[config.mk]
export PLATFORM = sky130hd
export DESIGN_NAME = inst_enc
export DESIGN_NICKNAME = d
export VERILOG_FILES = /design/src/rtl/inst_enc.sv
export SDC_FILE = /design/constraint.sdc
export NUM_CORES = 1
export LEC_CHECK = 0
export ABC_CLOCK_PERIOD_IN_PS = 6200
export CORE_MARGIN = 5
export CORE_UTILIZATION = 55
export DETAILED_ROUTE_END_ITERATION = 10
export GPL_TIMING_DRIVEN = 0
export PLACE_DENSITY_LB_ADDON = 0.05
export SETUP_SLACK_MARGIN = 0.02
export SYNTH_ARGS = -nofsm -noshare
export SYNTH_HDL_FRONTEND = slang
export SYNTH_SLANG_ARGS = --single-unit
[constraint.sdc]
create_clock -name clk -period 6.2 [get_ports clk]
set_input_delay 1.24 -clock clk [delete_from_list [all_inputs] [get_ports clk]]
set_output_delay 1.24 -clock clk [all_outputs]
set_load 0.1 [all_outputs]
[src/rtl/inst_enc.sv]
// RV32I instruction encoder for the boot/debug loader. Packs field-level requests into
// 32-bit words, buffers them, and streams them into imem at an auto-incrementing address.
module inst_enc #(
   parameter int ADDR_WIDTH = 10,
   parameter int BASE_ADDR  = 0,
   parameter int FIFO_DEPTH = 4
) (
   input  logic                  clk,
   input  logic                  rst,
   input  logic                  addr_clr,
   input  logic                  req_valid,
   output logic                  req_ready,
   input  logic [3:0]            req_type,
   input  logic [2:0]            req_funct3,
   input  logic                  req_alt,
   input  logic [4:0]            req_rd,
   input  logic [4:0]            req_rs1,
   input  logic [4:0]            req_rs2,
   input  logic [31:0]           req_imm,
   output logic                  imem_wen,
   input  logic                  imem_wready,
   output logic [ADDR_WIDTH-1:0] imem_waddr,
   output logic [31:0]           imem_wdata,
   output logic                  enc_err,
   output logic [7:0]            err_cnt,
   output logic [ADDR_WIDTH:0]   wr_cnt
);

   localparam int PW = $clog2(FIFO_DEPTH);
   localparam logic [ADDR_WIDTH-1:0] BASE    = ADDR_WIDTH'(BASE_ADDR);
   localparam logic [PW:0]           DEPTH_C = (PW+1)'(FIFO_DEPTH);

   localparam logic [3:0] T_R = 4'd0, T_I = 4'd1, T_IL = 4'd2, T_S = 4'd3, T_B = 4'd4,
                          T_JAL = 4'd5, T_JALR = 4'd6, T_LUI = 4'd7, T_AUIPC = 4'd8;

   localparam logic [6:0] OP_R = 7'b0110011, OP_I = 7'b0010011, OP_IL = 7'b0000011,
                          OP_S = 7'b0100011, OP_B = 7'b1100011, OP_JAL = 7'b1101111,
                          OP_JALR = 7'b1100111, OP_LUI = 7'b0110111, OP_AUIPC = 7'b0010111;

   logic [31:0]           mem_q [FIFO_DEPTH];
   logic [31:0]           mem_d [FIFO_DEPTH];
   logic [PW:0]           count_q, count_d;
   logic [PW-1:0]         wr_ptr_q, wr_ptr_d, rd_ptr_q, rd_ptr_d;
   logic [ADDR_WIDTH-1:0] addr_q, addr_d;
   logic [ADDR_WIDTH:0]   wr_cnt_q, wr_cnt_d;
   logic [7:0]            err_cnt_q, err_cnt_d;
   logic                  enc_err_q, enc_err_d;

   logic [31:0] word;
   logic        legal;
   logic        fits12, fits13, fits21;
   logic [6:0]  funct7;
   logic        accept, push, pop;

   // Signed range checks: value fits when all bits above the field's sign bit agree.
   always_comb begin
      fits12 = (&req_imm[31:11]) | ~(|req_imm[31:11]);
      fits13 = (&req_imm[31:12]) | ~(|req_imm[31:12]);
      fits21 = (&req_imm[31:20]) | ~(|req_imm[31:20]);
      funct7 = {1'b0, req_alt, 5'b00000};
      word   = '0;
      legal  = 1'b1;
      case (req_type)
         T_R: begin
            word  = {funct7, req_rs2, req_rs1, req_funct3, req_rd, OP_R};
            legal = ~req_alt | (req_funct3 == 3'b000) | (req_funct3 == 3'b101);
         end
         T_I: begin
            if (req_funct3 == 3'b001 || req_funct3 == 3'b101) begin
               word  = {funct7, req_imm[4:0], req_rs1, req_funct3, req_rd, OP_I};
               legal = ~(|req_imm[31:5]) & (~req_alt | (req_funct3 == 3'b101));
            end else begin
               word  = {req_imm[11:0], req_rs1, req_funct3, req_rd, OP_I};
               legal = fits12;
            end
         end
         T_IL: begin
            word  = {req_imm[11:0], req_rs1, req_funct3, req_rd, OP_IL};
            legal = fits12 & (req_funct3 != 3'b011) & (req_funct3 != 3'b110)
                    & (req_funct3 != 3'b111);
         end
         T_S: begin
            word  = {req_imm[11:5], req_rs2, req_rs1, req_funct3, req_imm[4:0], OP_S};
            legal = fits12 & (req_funct3 <= 3'b010);
         end
         T_B: begin
            word  = {req_imm[12], req_imm[10:5], req_rs2, req_rs1, req_funct3,
                     req_imm[4:1], req_imm[11], OP_B};
            legal = fits13 & ~req_imm[0] & (req_funct3 != 3'b010) & (req_funct3 != 3'b011);
         end
         T_JAL: begin
            word  = {req_imm[20], req_imm[10:1], req_imm[11], req_imm[19:12], req_rd, OP_JAL};
            legal = fits21 & ~req_imm[0];
         end
         T_JALR: begin
            word  = {req_imm[11:0], req_rs1, 3'b000, req_rd, OP_JALR};
            legal = fits12;
         end
         T_LUI: begin
            word  = {req_imm[31:12], req_rd, OP_LUI};
            legal = ~(|req_imm[11:0]);
         end
         T_AUIPC: begin
            word  = {req_imm[31:12], req_rd, OP_AUIPC};
            legal = ~(|req_imm[11:0]);
         end
         default: legal = 1'b0;
      endcase
   end

   assign req_ready  = ~rst & ~addr_clr & (count_q != DEPTH_C);
   assign accept     = req_valid & req_ready;
   assign push       = accept & legal;
   assign imem_wen   = (count_q != '0);
   assign pop        = imem_wen & imem_wready;
   assign imem_waddr = addr_q;
   assign imem_wdata = imem_wen ? mem_q[rd_ptr_q] : 32'h0;
   assign enc_err    = enc_err_q;
   assign err_cnt    = err_cnt_q;
   assign wr_cnt     = wr_cnt_q;

   always_comb begin
      mem_d    = mem_q;
      count_d  = count_q;
      wr_ptr_d = wr_ptr_q;
      rd_ptr_d = rd_ptr_q;
      addr_d   = addr_q;
      wr_cnt_d = wr_cnt_q;
      if (push) mem_d[wr_ptr_q] = word;
      // A transfer during the flush cycle still reaches memory but is not counted.
      if (addr_clr) begin
         count_d  = '0;
         wr_ptr_d = '0;
         rd_ptr_d = '0;
         addr_d   = BASE;
         wr_cnt_d = '0;
      end else begin
         if (push) wr_ptr_d = wr_ptr_q + PW'(1);
         if (pop) begin
            rd_ptr_d = rd_ptr_q + PW'(1);
            addr_d   = addr_q + ADDR_WIDTH'(1);
            if (~&wr_cnt_q) wr_cnt_d = wr_cnt_q + (ADDR_WIDTH+1)'(1);
         end
         case ({push, pop})
            2'b10:   count_d = count_q + (PW+1)'(1);
            2'b01:   count_d = count_q - (PW+1)'(1);
            default: count_d = count_q;
         endcase
      end
      enc_err_d = accept & ~legal;
      err_cnt_d = err_cnt_q;
      if (enc_err_d && err_cnt_q != 8'hFF) err_cnt_d = err_cnt_q + 8'd1;
   end

   always_ff @(posedge clk) begin
      if (rst) begin
         count_q   <= '0;
         wr_ptr_q  <= '0;
         rd_ptr_q  <= '0;
         addr_q    <= BASE;
         wr_cnt_q  <= '0;
         err_cnt_q <= '0;
         enc_err_q <= 1'b0;
      end else begin
         count_q   <= count_d;
         wr_ptr_q  <= wr_ptr_d;
         rd_ptr_q  <= rd_ptr_d;
         addr_q    <= addr_d;
         wr_cnt_q  <= wr_cnt_d;
         err_cnt_q <= err_cnt_d;
         enc_err_q <= enc_err_d;
      end
   end

   // Storage needs no reset: the output is masked whenever the buffer is empty.
   always_ff @(posedge clk) begin
      mem_q <= mem_d;
   end

endmodule

## Yosys cells after proc, flatten, opt, wreduce, memory -nomap -nowiden

Cells that the tools add are included.

- $add $sub $neg: 7
- Magnitude comparators: 4
- Equal/unequal tests: 18
- Multiplexer cells: 12
- Bitwise gates (word level): 34
- Reductions and logical operators: 19

Operators with widths:

| cell | count |
|---|---|
| 32-bit one-hot mux with 9 select lines | 1 |
| 32-bit 2-to-1 mux | 5 |
| 128-bit bitwise mux | 1 |
| 32-bit binary-select mux with 2-bit select | 1 |
| 32-bit demux with 2-bit select | 1 |
| 27-bit OR reduction | 1 |
| 12-bit OR reduction | 2 |
| 21-bit AND reduction | 1 |
| 21-bit OR reduction | 1 |
| 20-bit AND reduction | 1 |
| 20-bit OR reduction | 1 |
| 4-bit by 3-bit == test with 1-bit output (second input constant) | 4 |
| 1-bit bitwise AND | 15 |
| 12-bit AND reduction | 1 |
| 11-bit by 1-bit adder with 11-bit output (second input constant) | 1 |
| 1-bit NOT | 11 |
| 11-bit AND reduction | 1 |
| 10-bit by 1-bit adder with 10-bit output (second input constant) | 1 |
| 3-bit != test (second input constant) | 3 |
| 8-bit by 1-bit adder with 8-bit output (second input constant) | 1 |
| 4-bit by 2-bit == test with 1-bit output (second input constant) | 2 |
| 8-bit != test (second input constant) | 1 |
| 1-bit one-hot mux with 8 select lines | 1 |
| 3-bit greater-or-equal comparator (second input constant) | 2 |
| other kinds (24) | 34 |

- Flip-flop bits (word level): 165
- Input bits: 60
- Output and inout port bits: 64
- Word-level logic and storage cells: 105

## Longest topological paths before layout

Gate-level depths: netlist of run 1.

- Depth in word-level cells: 10
- Depth in mapped cells: 14
- Mapped depth without buffers: 12

## Worst setup path before layout of run 1

OpenSTA, ideal clock, no wires.

- Kind: register -> output
- Start point: register rd_ptr_q[0]
- End point: output imem_wdata[23]
- Data arrival time: 2730 ps
- Data required time: 4960 ps
- Slack: 2230 ps
- Stages on the path, launching flop included: 5
- Path buffers: 2
- Cells stage by stage: dfxtp_1 -> clkbuf_1 -> buf_1 -> mux4_2 -> nor2b_1

- Word-level cells in the longest chain between the ends: 5

RTL lines:

| item | line | RTL |
|---|---|---|
| start, declared | 43 | `logic [PW-1:0] wr_ptr_q, wr_ptr_d, rd_ptr_q, rd_ptr_d;` |
| start signal, assigned | 167 | `rd_ptr_q <= rd_ptr_d;` |
| 2-bit NOT with 3-bit output (implied by the code) | 117 | `assign imem_wdata = imem_wen ? mem_q[rd_ptr_q] : 32'h0;` |
| 32-bit binary-select mux with 2-bit select | 117 |  |
| 32-bit 2-to-1 mux (implied by the code) (2 in series) | 117 |  |
| 32-bit 2-to-1 mux | 117 |  |
| end, declared | 23 | `output logic [31:0] imem_wdata,` |

No other way between the ends. The select of a mux whose other input is x is not followed.

## Final worst setup path of run 1

- Start point: input rst
- End point: output req_ready

- Word-level cells in the longest chain between the ends: 3

RTL lines:

| item | line | RTL |
|---|---|---|
| start, declared | 9 | `input logic rst,` |
| 1-bit NOT | 111 | `assign req_ready = ~rst & ~addr_clr & (count_q != DEPTH_C);` |
| 1-bit bitwise AND (2 in series) | 111 |  |
| end, declared | 12 | `output logic req_ready,` |

No other way between the ends.

==> metrics, run 1 <==
TritonCTS buffer count 17; setup TNS 0 ns; largest cells by area after synthesis edfxtp_1 50%, dfxtp_1 9.9%, mux4_2 9.4%; Final Cycle Share 77.7%; Fmax achieved 0.208 GHz; post-synth net total 650; Seq cells post-synth 161; PD cells 250 nW/um2; max cap viols 0; delay-heaviest family, CP buffers and inverters; first-pass detailed-route iteration total 10; EDFF count, synth ~120; unrepaired setup endpoints after global routing false; Max FO, Critical Path 9; CTS-repair resized insts 0; fraction of registers with async set or reset after synthesis 0%; CTS tree done; met1 wire length 7.82 mm; Cell variety after synth 57; clk root buf clkbuf_16; total routed wirelength 18.6 mm; kind of critical path in -> out; met3 wire len 1.20 mm; Max stage delay on crit path 1.16 ns; Post-CTS Setup Inserts 0; Avg Cell Area, Syn ~13 um2; synthesized cell area 7460 um2; Max transition margin about 31%; CP Buf/Inv Count 3; first-pass GRT wire length 29.4 mm; Ant. Diodes 0; gr usage total 23.7%; CP max-delay cell clkdlybuf4s50_1; initial antenna violation count 0; H-tree depth 4; endpoints failing setup 0; vias in the first global route 5486; Final #Nets between 700 and 800; max-slew violations 0; IO buf count roughly 120; Initial Util 56.1%; Synth Flop Type edfxtp_1; Period minus WS final 4.82 ns; worst slew pin tran 1.02 ns; Die Y approximately 130 um; leading cell type in the layout, fill and taps excluded edfxtp_1; CTS max path bufs 2; Die W 127 um; CP Cell Sequence clkdlybuf4s50_1 > or2_2 > buf_6 > a31oi_4 > clkdlybuf4s50_1; CTS Hold Buffers Added 0; met2 WL 9.17 mm; Worst setup EP type output pin; layout cells sized above 1 11.0%; initial DRC count about 560; FP Rows 42; top cell type's share of synthesized area between 40% and 50%; critical path startpoint category input pin; highest metal used met4; Synth area leader edfxtp_1; Final Hold Fails 0; # IOs around 120; die area 16000 um2; synth warn 0; Post-Route Skew 0.0101 ns; Pleak 0.00315 uW; share of synthesized area occupied by flip-flops and latches 59.8%; most frequent cells in the layout 124 x edfxtp_1, 122 x clkdlybuf4s50_1, 50 x nor2b_1; Clock Sinks 161; Via density roughly 6; core box area 13300 um2; per-cell routed wire length ~20 um; VDD IR-drop max 0.000219 V; status finished clean; grt ovf 0; Final HPWL DP approximately 13 mm; Post-route DRC 0; final total power 2380 uW; GPL Wtd Cong 0.969; Worst-Skew Late Latency about 0.42 ns; CP Data Required Time ~5 ns; CTS clk-pin slew, worst paths 0.06 ns; area delta synth->final 27.3%; arrival time at the worst endpoint around 3.6 ns; vias post-DR ~5400; Routed Antenna Nets 0; pin count of the biggest net entering global routing 32; worst hold path type reg -> reg; CP most frequent cell clkdlybuf4s50_1; cells after synthesis 581
==> cell usage after synthesis, drive strengths merged, types with 16 or more instances <==
library cell,instances
mux4,31
nand2,34
o21ai,18
nor2b,50
a21oi,31
xor2,16
dfxtp,37
edfxtp,124
clkbuf,16
nor2,48
inv,17
==> per-layer routing <==
metal,global-route usage [%],up-vias
met5,0,-
met4,9.27,0
met3,4.54,43
met2,38.5,239
met1,31.8,2667
li1,-,2488
==> where the power goes <==
group	switching [uW]	total (uW)	internal (uW)
clock network	420	1050	632
logic	93.3	157	63.6
registers	0.854	1170	1170
total	514	2380	1860
==> path summary, 6_finish.rpt <==
| check | from | endpoint | slack [ns] | depth (start not counted) |
|---|---|---|---|---|
| hold / removal | err_cnt[5] | err_cnt[5] | 0.51 | 2 |
| setup reg to reg | count_q[2] | count_q[2] | 3.59 | 8 |
| setup / recovery | rst | req_ready | 1.38 | 5 |
| hold reg to reg | err_cnt[5] | err_cnt[5] | 0.51 | 2 |
==> state kept, by name, summed over array words and instances (netlist names) <==
name	cells
mem_q	124
rd_ptr_q	2
enc_err	1
imem_waddr	10
wr_cnt	11
err_cnt	8
count_q	3
wr_ptr_q	2
==> area by class of cell <==
class / count / area [um2]
multi-input combinational: 374 / 2810
clock inverter: 14 / 161
fill: 909 / 3790
clock buffer: 18 / 429
sequential: 161 / 4460
timing repair buffer: 122 / 1220
tap: 176 / 220
buffer: 29 / 136
inverter: 17 / 63.8
==> kinds of logic (layout without fill, tap and decap cells) <==
kind of cell	after synthesis	in the layout	share of synthesized area (%)
XOR/XNOR	20	20	2.35
buffers and inverters	46	200	2.68
AND/OR/NAND/NOR	213	213	15.0
multiplexers	37	37	10.2
AO/OA/AOI/OAI	95	95	8.38
flip-flops	161	161	59.8
adder cells (fa/ha/maj)	9	9	1.61
==> tightest hold or removal path, stage by stage, from the launching register on <==
cell,delay (ns)
dfxtp_1,0.33
o21ai_0,0.07
a21oi_1,0.06
==> through the flow <==
step / instances / utilization, % / hold WS, ns / setup WS [ns] / area (um2)
4_1_cts: 911 / 71.5 / 0.510 / 1.38 / 9500
5_1_grt: 911 / 71.5 / 0.533 / 1.24 / 9500
3_5_place_dp: 879 / 67.0 / 0.498 / 1.38 / 8910
2_1_floorplan: 581 / - / 0.471 / 2.23 / 7460
6_report: 911 / 71.5 / 0.509 / 1.38 / 9500
3_3_place_gp: 879 / 67.0 / 0.476 / 0.936 / 8910
(Power assumes the default switching activity.)
==> inputs of run 2 (changes only) <==
--- a/config.mk
+++ b/config.mk
@@ -5,9 +5,9 @@
 export SDC_FILE = /design/constraint.sdc
 export NUM_CORES = 1
 export LEC_CHECK = 0
-export ABC_CLOCK_PERIOD_IN_PS = 6200
+export ABC_CLOCK_PERIOD_IN_PS = 4300
 export CORE_MARGIN = 5
-export CORE_UTILIZATION = 55
+export CORE_UTILIZATION = 48
 export DETAILED_ROUTE_END_ITERATION = 10
 export GPL_TIMING_DRIVEN = 0
 export PLACE_DENSITY_LB_ADDON = 0.05
==> constraint.sdc (replaced) <==
create_clock -name clk -period 4.3 [get_ports clk]
set_input_delay 0.86 -clock clk [delete_from_list [all_inputs] [get_ports clk]]
set_output_delay 0.86 -clock clk [all_outputs]
set_load 0.1 [all_outputs]
==> run 2 against run 1 <==
Against the previous run:
- combinational power increased by 45%
- power rose by 44%
- setup slack worse by 1.2 ns
- critical path depth is the same
- critical endpoint unchanged
- highest routed layer unchanged
==> metrics, run 2 (synthesis results as in run 1) <==
Die W 135 um (+6.5%); worst hold path type reg -> reg; worst slew pin tran 0.977 ns (-0.0451 ns); CTS clk-pin slew, worst paths 0.06 ns (about the same); VDD IR-drop max 0.000273 V (+25%); final total power 3420 uW (+44%); Fmax achieved 0.244 GHz; initial DRC count 428 (-24%); initial antenna violation count 0 (unchanged); vias in the first global route 5467 (-0.35%); Biggest register mem_q; Routed Antenna Nets 0 (unchanged); placed inst area 8930 um2 (+0.17%); first-pass GRT wire length 30.0 mm (+2.0%); Final HPWL DP 13.3 mm (+0.86%); Period minus WS final 4.11 ns; Worst setup EP type output pin; gr usage total 21.4% (-2.2 points); Worst-Skew Late Latency 0.41 ns (about the same); IO buf count 122 (unchanged); die area 18100 um2 (+13%); arrival time at the worst endpoint 3.25 ns (-0.33 ns); total routed wirelength 18.7 mm (+0.53%); Final Cycle Share 95.5%; max reg flops 124 (unchanged); Max FO, Critical Path 9 (unchanged); H-tree depth 4 (unchanged); first-pass detailed-route iteration total 7 (-3); GPL Wtd Cong 0.919 (-5.2%); TritonCTS buffer count 17 (unchanged); Setup WS pre-CTS 0.0156 ns (-1.36 ns); Max transition margin 34.7% (+3.4 points); unrepaired setup endpoints after global routing false; # IOs 124 (unchanged); fin worst setup slack 0.195 ns (-1.19 ns); clk root buf clkbuf_16; setup TNS 0 ns (unchanged); Final #Nets 791 (unchanged); max cap viols 0 (unchanged); per-cell routed wire length 20.3 um (-0.78%); Post-route DRC 0 (unchanged); CTS tree done; Initial Util 49.1% (-7.0 points); FP Rows 45 (+7.1%); post-route cell area 9540 um2 (+0.38%); max-slew violations 0 (unchanged); kind of critical path in -> out; most frequent cells in the layout 124 x edfxtp_1, 109 x clkdlybuf4s50_1, 50 x nor2b_1; core box area 15200 um2 (+14%); area delta synth->final 27.8%; CTS max path bufs 2 (unchanged); CP Data Required Time 3.44 ns (-1.52 ns); critical path startpoint category input pin; status finished clean; hold_ws 0.500 ns (-0.00934 ns); pin count of the biggest net entering global routing 32 (unchanged); Pleak 0.00331 uW (+5.1%); Post-Route Skew 0.00663 ns (-0.00350 ns); layout cells sized above 1 11.6% (+0.54 points); Ant. Diodes 0 (unchanged); leading cell type in the layout, fill and taps excluded edfxtp_1; vias post-DR 5368 (-1.3%); Post-CTS Setup Inserts 0 (unchanged); Final Hold Fails 0 (unchanged); grt ovf 0 (unchanged); Die Y 135 um (+6.5%); Via density 5.82 (-2.6%); Clock Sinks 161 (unchanged); PD cells 358 nW/um2 (+43%); endpoints failing setup 0 (unchanged)
[run 2: cell count changes in the layout (fill, tap and decap cells not counted), moves of 2 or more]
| cell | change |
|---|---|
| clkdlybuf4s50_1 | -13 |
| dlygate4sd2_1 | +7 |
| dlymetal6s2s_1 | +5 |
| clkinv_1 | -4 |
| bufinv_16 | -3 |
| clkbuf_16 | +3 |
| clkbuf_8 | +3 |
| clkinvlp_4 | -3 |
| clkinv_4 | +2 |
[run 2: path summary, 6_finish.rpt]
kind                    from    endpoint  slack [ns]  cells past startpoint
setup reg to reg  count_q[2]  count_q[2]        1.75                      8
hold reg to reg   err_cnt[7]  err_cnt[7]        0.50                      1
setup / recovery         rst   req_ready        0.19                      5
hold / removal    err_cnt[7]  err_cnt[7]        0.50                      1
[run 2: layout make-up]
type	instances	area, um2
Tap cell	188	235
Inverter	17	63.8
Clock buffer	24	546
Sequential cell	161	4460
Clock inverter	8	61.3
Timing Repair Buffer	122	1220
Multi-Input combinational cell	374	2810
Buffer	29	138
Fill cell	1195	5660
[run 2: where the power goes]
part / total, uW / internal [uW] / switching, uW
Clock: 1510 / 897 / 609
Combinational: 227 / 91.8 / 135
Sequential: 1690 / 1680 / 1.25
[run 2: stage by stage]
stage	util, %	instances
finish	62.7	923
global route	62.7	923
CTS	62.7	923
detailed placement	58.7	891
global placement	58.7	891
floorplan	-	581
[run 2: critical path, stage by stage]
cell and delay, ns:
clkdlybuf4s50_1 0.55, or2_2 0.34, buf_6 0.15, a31oi_4 0.18
clkdlybuf4s50_1 1.17
[run 2: timing repair]
action                     4_1_cts  5_1_grt
setup endpoints to repair        8        6
hold buffers                     0        0
resized for setup                9        7
[run 2: metal layers]
layer  up-vias  part of all wire, %  wire, um  global-route usage [%]
met5         -                    0         0                       0
met4         0                  1.8       328                    8.09
met3        26                  5.9      1110                    4.28
met2       190                   50      9300                    34.5
met1      2672                   43      8010                    29.0
li1       2480                    -         -                       -
==> inputs of run 3 (changes only) <==
--- a/config.mk
+++ b/config.mk
@@ -8,10 +8,12 @@
 export ABC_CLOCK_PERIOD_IN_PS = 4300
 export CORE_MARGIN = 5
 export CORE_UTILIZATION = 48
+export CTS_CLUSTER_SIZE = 16
 export DETAILED_ROUTE_END_ITERATION = 10
 export GPL_TIMING_DRIVEN = 0
 export PLACE_DENSITY_LB_ADDON = 0.05
 export SETUP_SLACK_MARGIN = 0.02
+export SLEW_MARGIN = 5
 export SYNTH_ARGS = -nofsm -noshare
 export SYNTH_HDL_FRONTEND = slang
 export SYNTH_SLANG_ARGS = --single-unit
==> run 3 against run 2 <==
Against the previous run:
- count of clock-buffer cells in the layout grew 2
- via count is essentially flat
- cell count grew 0.43%
- non-clock buffer count grew 4
- die area is the same
- clock skew shrank 0.00057 ns
- sequential power is essentially flat
- critical endpoint unchanged
==> metrics, run 3 (synthesis results as in run 1) <==
CP Data Required Time 3.44 ns (about the same); CP Cell Sequence clkdlybuf4s50_1 > or2_2 > buf_6 > a31oi_4 > clkdlybuf4s50_1; Final Cycle Share 95.3% (-0.21 points); core box area 15200 um2 (unchanged); FP Rows 45 (unchanged); max-slew violations 0 (unchanged); CP most frequent cell clkdlybuf4s50_1; max reg flops 124 (unchanged); Worst-Skew Late Latency 0.42 ns (about the same); per-cell routed wire length 20.5 um (+0.91%); Biggest register mem_q; Final Hold Fails 0 (unchanged); vias post-DR 5369 (+0.019%); Max stage delay on crit path 1.17 ns (about the same); met3 wire len 1.08 mm (-2.7%); Ant. Diodes 0 (unchanged); Initial Util 49.1% (unchanged); status finished clean; vias in the first global route 5588 (+2.2%); Max transition margin 34.7% (about the same); CTS max path bufs 2 (unchanged); initial antenna violation count 0 (unchanged); clk root buf clkbuf_16; H-tree depth 4 (unchanged); TritonCTS buffer count 17 (unchanged); met1 wire length 8.17 mm (+2.0%); VDD IR-drop max 0.000279 V (+2.4%); Register-to-Register Path Depth 8 (unchanged); met2 WL 9.26 mm (-0.35%); # IOs 124 (unchanged); GPL Wtd Cong 0.919 (unchanged); Max FO, Critical Path 9 (unchanged); most frequent cells in the layout 124 x edfxtp_1, 107 x clkdlybuf4s50_1, 50 x nor2b_1; endpoints failing setup 0 (unchanged); Via density 5.79 (-0.41%); Die W 135 um (unchanged); arrival time at the worst endpoint 3.24 ns (about the same); first-pass detailed-route iteration total 6 (-1); Final HPWL DP 13.6 mm (+2.1%); highest metal used met4; Final #Nets 795 (+0.51%); pin count of the biggest net entering global routing 32 (unchanged); total routed wirelength 19.0 mm (+1.3%); Worst path depth 5 (unchanged); area delta synth->final 29.3%; die area 18100 um2 (unchanged); CP Buf/Inv Count 3 (unchanged); PD cells 361 nW/um2 (+0.66%); hold_ws 0.501 ns (+0.000767 ns); Worst setup EP type output pin; max cap viols 0 (unchanged); Post-route DRC 0 (unchanged); IO buf count 122 (unchanged); Pleak 0.00339 uW (+2.2%); Routed Antenna Nets 0 (unchanged); kind of critical path in -> out; Period minus WS final 4.10 ns (-0.00924 ns); delay-heaviest family, CP buffers and inverters; initial DRC count 440 (+2.8%); Post-CTS Setup Inserts 0 (unchanged); gr usage total 22.0% (+0.51 points); Fmax achieved 0.244 GHz (+0.23%); Finished Core Util 63.5% (+0.76 points); layout cells sized above 1 11.9% (+0.34 points); unrepaired setup endpoints after global routing false; worst hold path type reg -> reg; CP max-delay cell clkdlybuf4s50_1; CTS clk-pin slew, worst paths 0.06 ns (about the same); Die Y 135 um (unchanged); leading cell type in the layout, fill and taps excluded edfxtp_1; Clock Sinks 161 (unchanged); critical path startpoint category input pin; first-pass GRT wire length 30.5 mm (+1.7%); grt ovf 0 (unchanged); CTS tree done; worst slew pin tran 0.978 ns (+0.00124 ns); hold depth 1 (unchanged); Post-Route Skew 0.00606 ns (-0.000566 ns)
==> run 3: changes by cell type in the layout (fill, tap and decap cells not counted), sizes merged <==
| cell | change |
|---|---|
| dlymetal6s2s | +2 |
| inv | -3 |
| clkdlybuf4s50 | -2 |
| buf | +4 |
| clkinvlp | +1 |
| clkbuf | +2 |
==> run 3: power breakdown <==
part / total, uW / internal (uW) / switching (uW)
Clock: 1570 / 953 / 619
Sequential: 1690 / 1680 / 1.27
Combinational: 226 / 91.9 / 134
==> run 3: stage by stage <==
stage	instances	total power (uW)	setup TNS [ns]	area [um2]	setup WS, ns
floorplan	581	1830	0	7460	0.710
global placement	891	1940	-73.92	8920	-0.611
detailed placement	895	1940	0	9010	0.0219
CTS	927	3510	0	9640	0.109
global route	927	3610	0	9650	0.0438
finish	927	3480	0	9650	0.204
==> run 3: what timing repair did <==
| item | in CTS | in global routing |
|---|---|---|
| hold endpoints to repair | 0 | 0 |
| hold buffers | 0 | 0 |
| resized for setup | 9 | 9 |
| setup endpoints to repair | 8 | 11 |
==> run 3: routing by layer <==
layer	GRT usage, %	up-vias
met5	0	-
met4	8.77	0
met3	4.81	31
met2	35.6	182
met1	29.0	2662
li1	-	2494
==> run 3: worst reg2reg max path: cells and delay by family, from the launching register on <==
family          cells  cell delay, ns
compound gates      2            0.97
fa+ha+maj           2            0.47
buf+inv             2            0.32
xor+xnor            1            0.07
simple gates        1            0.31
flops               1            0.37
==> run 3: final cells by class <==
| class | instances | area [um2] |
|---|---|---|
| Multi-Input combinational cell | 374 | 2810 |
| Tap cell | 188 | 235 |
| Timing Repair Buffer | 126 | 1310 |
| Fill cell | 1183 | 5550 |
| Clock inverter | 6 | 51.3 |
| Buffer | 29 | 138 |
| Inverter | 17 | 63.8 |
| Sequential cell | 161 | 4460 |
| Clock buffer | 26 | 586 |
==> run 3: worst paths after layout <==
path / start / endpoint / slack [ns]
worst max register to register: count_q[2] / count_q[2] / 1.72
worst min-delay path: err_cnt[7] / err_cnt[7] / 0.50
worst min register to register: err_cnt[7] / err_cnt[7] / 0.50
worst max-delay path: rst / req_ready / 0.20
